### config.mk
export PLATFORM = sky130hd
export DESIGN_NAME = mips_exec_controller
export DESIGN_NICKNAME = d
export VERILOG_FILES = /design/src/rtl/mips_exec_controller.sv
export SDC_FILE = /design/constraint.sdc
export NUM_CORES = 1
export LEC_CHECK = 0
export CORE_MARGIN = 2
export CORE_UTILIZATION = 38
export CTS_BUF_LIST = sky130_fd_sc_hd__clkbuf_2
export DETAILED_ROUTE_END_ITERATION = 7
export PLACE_DENSITY = 0.8
export SYNTH_ARGS = -nofsm -noshare
export SYNTH_HDL_FRONTEND = slang
export SYNTH_SLANG_ARGS = --single-unit
### constraint.sdc
create_clock -name CLOCK_50 -period 2.3 [get_ports CLOCK_50]
set_input_delay 0.46 -clock CLOCK_50 [delete_from_list [all_inputs] [get_ports CLOCK_50]]
set_output_delay 0.46 -clock CLOCK_50 [all_outputs]
set_load 0.02 [all_outputs]
### src/rtl/mips_exec_controller.sv
// Execution sequencer for the single-cycle MIPS core: gates every architectural
// update through cpu_en and provides run / step / pause / breakpoint / halt control.
`timescale 1ns/1ps
module mips_exec_controller #(
  parameter logic [31:0] HALT_INSTR  = 32'h0000000C,
  parameter int unsigned INIT_CYCLES = 4,
  parameter logic [31:0] MAX_CYCLES  = 32'd0
) (
  input  logic        CLOCK_50,
  input  logic        reset,
  input  logic        run_req,
  input  logic        step_req,
  input  logic        halt_req,
  input  logic        bp_en,
  input  logic [31:0] bp_addr,
  input  logic [31:0] pc,
  input  logic [31:0] instr,
  output logic        cpu_rst,
  output logic        cpu_en,
  output logic [2:0]  state,
  output logic        bp_hit,
  output logic [31:0] retired
);

  typedef enum logic [2:0] {
    S_INIT  = 3'd0,
    S_PAUSE = 3'd1,
    S_RUN   = 3'd2,
    S_STEP  = 3'd3,
    S_HALT  = 3'd4
  } state_t;

  localparam logic [3:0] INIT_LOAD = 4'(INIT_CYCLES - 1);

  state_t      state_q, state_d;
  logic [3:0]  init_cnt_q, init_cnt_d;
  logic        run_lvl_q, run_lvl_d, run_prev_q, run_prev_d;
  logic        step_lvl_q, step_lvl_d, step_prev_q, step_prev_d;
  logic        skip_bp_q, skip_bp_d;
  logic        bp_hit_q, bp_hit_d;
  logic [31:0] budget_q, budget_d;
  logic [31:0] retired_q, retired_d;
  logic        cpu_rst_q, cpu_rst_d;

  logic run_edge, step_edge;
  logic is_halt, bp_match, budget_done, run_stop;

  // Requests are registered before edge detection, so a request seen at edge N
  // changes state at edge N+1.
  assign run_edge    = run_lvl_q & ~run_prev_q;
  assign step_edge   = step_lvl_q & ~step_prev_q;
  assign is_halt     = (instr == HALT_INSTR);
  assign bp_match    = bp_en && (pc == bp_addr) && !skip_bp_q;
  assign budget_done = (MAX_CYCLES != 32'd0) && (budget_q == MAX_CYCLES);
  assign run_stop    = is_halt || halt_req || bp_match || budget_done;

  always_ff @(posedge CLOCK_50) begin
    if (reset) begin
      state_q     <= S_INIT;
      init_cnt_q  <= INIT_LOAD;
      run_lvl_q   <= 1'b1;
      run_prev_q  <= 1'b1;
      step_lvl_q  <= 1'b1;
      step_prev_q <= 1'b1;
      skip_bp_q   <= 1'b0;
      bp_hit_q    <= 1'b0;
      budget_q    <= 32'd0;
      retired_q   <= 32'd0;
      cpu_rst_q   <= 1'b1;
    end else begin
      state_q     <= state_d;
      init_cnt_q  <= init_cnt_d;
      run_lvl_q   <= run_lvl_d;
      run_prev_q  <= run_prev_d;
      step_lvl_q  <= step_lvl_d;
      step_prev_q <= step_prev_d;
      skip_bp_q   <= skip_bp_d;
      bp_hit_q    <= bp_hit_d;
      budget_q    <= budget_d;
      retired_q   <= retired_d;
      cpu_rst_q   <= cpu_rst_d;
    end
  end

  always_comb begin
    state_d     = state_q;
    init_cnt_d  = init_cnt_q;
    run_lvl_d   = run_req;
    run_prev_d  = run_lvl_q;
    step_lvl_d  = step_req;
    step_prev_d = step_lvl_q;
    skip_bp_d   = skip_bp_q;
    bp_hit_d    = bp_hit_q;
    budget_d    = budget_q;
    case (state_q)
      S_INIT: begin
        if (init_cnt_q == 4'd0) state_d = S_PAUSE;
        else                    init_cnt_d = init_cnt_q - 4'd1;
      end
      S_PAUSE: begin
        if (!halt_req) begin
          if (step_edge) begin
            state_d  = S_STEP;
            bp_hit_d = 1'b0;
            budget_d = 32'd0;
          end else if (run_edge) begin
            state_d   = S_RUN;
            bp_hit_d  = 1'b0;
            budget_d  = 32'd0;
            skip_bp_d = 1'b1;
          end
        end
      end
      S_STEP: state_d = is_halt ? S_HALT : S_PAUSE;
      S_RUN: begin
        if (is_halt) begin
          state_d = S_HALT;
        end else if (halt_req) begin
          state_d = S_PAUSE;
        end else if (bp_match) begin
          state_d  = S_PAUSE;
          bp_hit_d = 1'b1;
        end else if (budget_done) begin
          state_d = S_PAUSE;
        end else begin
          budget_d  = budget_q + 32'd1;
          skip_bp_d = 1'b0;
        end
      end
      S_HALT:  state_d = S_HALT;
      default: state_d = S_INIT;
    endcase
    retired_d = (cpu_en && retired_q != 32'hFFFF_FFFF) ? retired_q + 32'd1 : retired_q;
    cpu_rst_d = (state_d == S_INIT);
  end

  // The instruction at pc is only executed when no stop condition fires this cycle.
  always_comb begin
    cpu_en = 1'b0;
    case (state_q)
      S_STEP:  cpu_en = !is_halt;
      S_RUN:   cpu_en = !run_stop;
      default: cpu_en = 1'b0;
    endcase
  end

  assign cpu_rst = cpu_rst_q;
  assign state   = state_q;
  assign bp_hit  = bp_hit_q;
  assign retired = retired_q;

endmodule

==> metrics.md <==
| Metric | Value |
|---|---|
| Worst-path fanout max | 2 |
| Residual DRC | 0 |
| Run status | finished clean |
| LEAKAGE | 1.76 nW |
| Inserted Clock Buffers | 5 |
| GRT Total Usage | between 20% and 30% |
| Layout area overhead | 61.4% |
| Hpwl dp | 6740 um |
| Routed wire per std cell | between 10 and 15 um |
| Post-synth EDFFs | 0 |
| Minimum clock period | ~2300 ps |
| Power after layout | around 1.6 mW |
| Final net count | 594 |
| CP endpoint kind | output port |
| Clk buf depth | 2 |
| Largest area contributor in the netlist | dfxtp_1 |
| Slowest CP cell | clkdlybuf4s50_1 |
| Routability cong. | around 0.81 |
| Antenna violations before repair | 0 |
| Core area | just over 0.007 mm^2 |
| Final period util | a little under 100% |
| IO Count | 140 |
| Sequential share of the synthesized area | 32.9% |
| Largest net degree at the start of global routing | a little over 50 |
| Rows | 31 |
| Fillers | 650 |
| Finished Core Util | around 63% |
| CTS tree | done |
| Yosys warnings | 0 |
| CTS Sinks | 46 |
| Cells after Synth | approximately 340 |
| Cell Chain, Critical Path | clkdlybuf4s50_1, nor4_2, nand4_1, nor2_2, nor3b_2, o21ai_2, inv_2, buf_6 |
| Clk slew on worst S/H paths | 210 ps |
| Setup crit start kind | primary input |
| Final wirelength | a little under 9000 um |
| Syn nets | about 440 |
| DR vias | between 3000 and 4000 |
| GRT overflow | 0 |
| Worst EP arrival | around 1800 ps |
| Setup slack, reg-to-reg | ~90 ps |
| Slew Limit Fails | 0 |
| Reg area | about 930 um^2 |
| Routed vias/inst | between 5 and 6 |
| Critical Path RT | 1840 ps |
| Post-synth top cells | 46 x dfxtp_1, 35 x xnor2_1, 27 x a21oi_1 |
| Power Density | 350 mW/mm^2 |
| Max-Cap Viols | 0 |
| Die Wd | approximately 90 um |
| Htree depth | 2 |
| Root buf cell | clkbuf_2 |
| Max_slew headroom | 71.2% |
| Top FF cell, synth | dfxtp_1 |
| Largest register FFs | 32 |
| Design area | 0.00452 mm^2 |
| Dpl cells | about 580 |
| ANT cells | 0 |
| Number of port buffers | 139 |
| Most frequent cell after synthesis | dfxtp_1 |
| Worst hold path class | reg2reg |
| Post-DP Area | about 0.0044 mm^2 |
| Crit-path max cell delay | between 400 and 500 ps |
| Post-synthesis average cell area | between 8 and 9 um^2 |
| # setup viols final | 0 |
| Post-Layout Cell Count | slightly below 600 |
| Chip Height | about 90 um |
| Share of layout cells above drive strength 1 | 18.1% |
| Clk_lat worst skew | approximately 400 ps |
| Pre-antenna DRT Iters | 4 |
| Fin. Hold Viols | 0 |
| Iter 0 DRT Violations | between 200 and 250 |
| #FFs+latches synth | 46 |
| Final setup TNS | 0 ps |
| Worst-margin pin slew | 433 ps |
| ANT nets after route | 0 |
| Worst vdd ir | between 0.00015 and 0.0002 V |
| Area of the multi-input gates | between 0.0015 and 0.002 mm^2 |
| Starting Density | roughly two fifths |
| Synth cell types | 44 |
| Asr flop ratio synth | 0% |
| Max Freq | approximately 440 MHz |
| Crit Path Class | in2out |
| RSZ-0062 raised after global routing | true |
| Die footprint | just over 0.008 mm^2 |
| Post-synthesis cell area | between 0.002 and 0.003 mm^2 |
| Synth top area cells | dfxtp_1 33%, xnor2_1 11%, or4_1 5.9%, a21oi_1 4.8%, o31ai_1 4.6% |
| Setup Skew | between 9 and 10 ps |
| Yosys top cell area share | 32.9% |
| First-pass GRT wire length | around 14000 um |
| Vias in the first global route | between 3000 and 4000 |
==> layout by cell type (no fill, tap or decap), drive strengths merged, types with 4 or more instances in the layout <==
master and instances:
inv 7, nand3 18, and2 4, or3 7, o21ai 9, nand4 16
buf 25, dlygate4sd2 24, o31ai 17, or4 22, mux2 7, clkdlybuf4s50 60
nand2b 4, nor4 11, nand2 15, nor2b 11, clkdlybuf4s15 19, nor2 24
or2 5, a21oi 27, and3 9, nor3 7, clkbuf 21, dfxtp 46
dlymetal6s2s 19, xnor2 35
==> area by class of cell <==
class / count / area share (%)
Inverter: 7 / 0.581
Timing Repair Buffer: 163 / 33.8
Clock buffer: 5 / 0.554
Clock inverter: 3 / 0.249
Tap cell: 99 / 2.74
Multi-Input combinational cell: 267 / 41.6
Sequential cell: 46 / 20.5
==> final timing paths <==
check / startpoint / cells after the start / endpoint
hold reg to reg: run_lvl_q$_SDFF_PP1_ / 1 / run_prev_q$_SDFF_PP1_
setup reg to reg: retired[10]$_SDFFE_PP0P_ / 7 / retired[29]$_SDFFE_PP0P_
hold / removal: run_lvl_q$_SDFF_PP1_ / 1 / run_prev_q$_SDFF_PP1_
setup / recovery: instr[27] / 8 / cpu_en
==> per-layer routing <==
metal	vias up	GRT usage [%]	wire [um]
li1	1552	-	-
met3	14	5.20	394
met2	87	40.0	4890
met5	-	0	0
met1	1489	23.1	3320
met4	0	7.31	169
==> report_power, final <==
| group | leakage (nW) | switching [mW] | total (mW) | internal, mW |
|---|---|---|---|---|
| Sequential | 0.375 | 0.0294 | 0.863 | 0.833 |
| Combinational | 1.36 | 0.165 | 0.403 | 0.238 |
| Clock | 0.0255 | 0.249 | 0.314 | 0.0651 |
==> timing repair <==
item | in CTS | in global routing
cloned | 0 | 0
pin swaps | 41 | 39
buffers inserted | 5 | 1
resized for setup | 88 | 67
hold buffers | 0 | 0
endpoints found under the setup margin | 17 | 11
==> cells by family (layout without fill, tap and decap cells) <==
group | after synthesis | in the layout | synth area share [%]
simple gates | 161 | 161 | 34.7
compound gates | 61 | 61 | 13.7
flops | 46 | 46 | 32.9
xor+xnor | 36 | 36 | 11.3
buf+inv | 25 | 178 | 3.80
mux | 7 | 7 | 2.81
fa+ha+maj | 2 | 2 | 0.894
==> worst max-delay path, delay by kind of cell <==
kind / cells / cell delay, ps
and+or+nand+nor: 4 / 670
buffers and inverters: 3 / 610
AOI/OAI and AO/OA: 1 / 80
==> per-stage QoR <==
stage	hold slack [ps]	worst slack, ps
after global routing	495	-77.2
final	469	18.4
after global placement	419	-652
after detailed placement	426	-711
after CTS	471	1.97
after floorplan	409	4.68
Note: power is estimated with default switching activity, not from simulation.
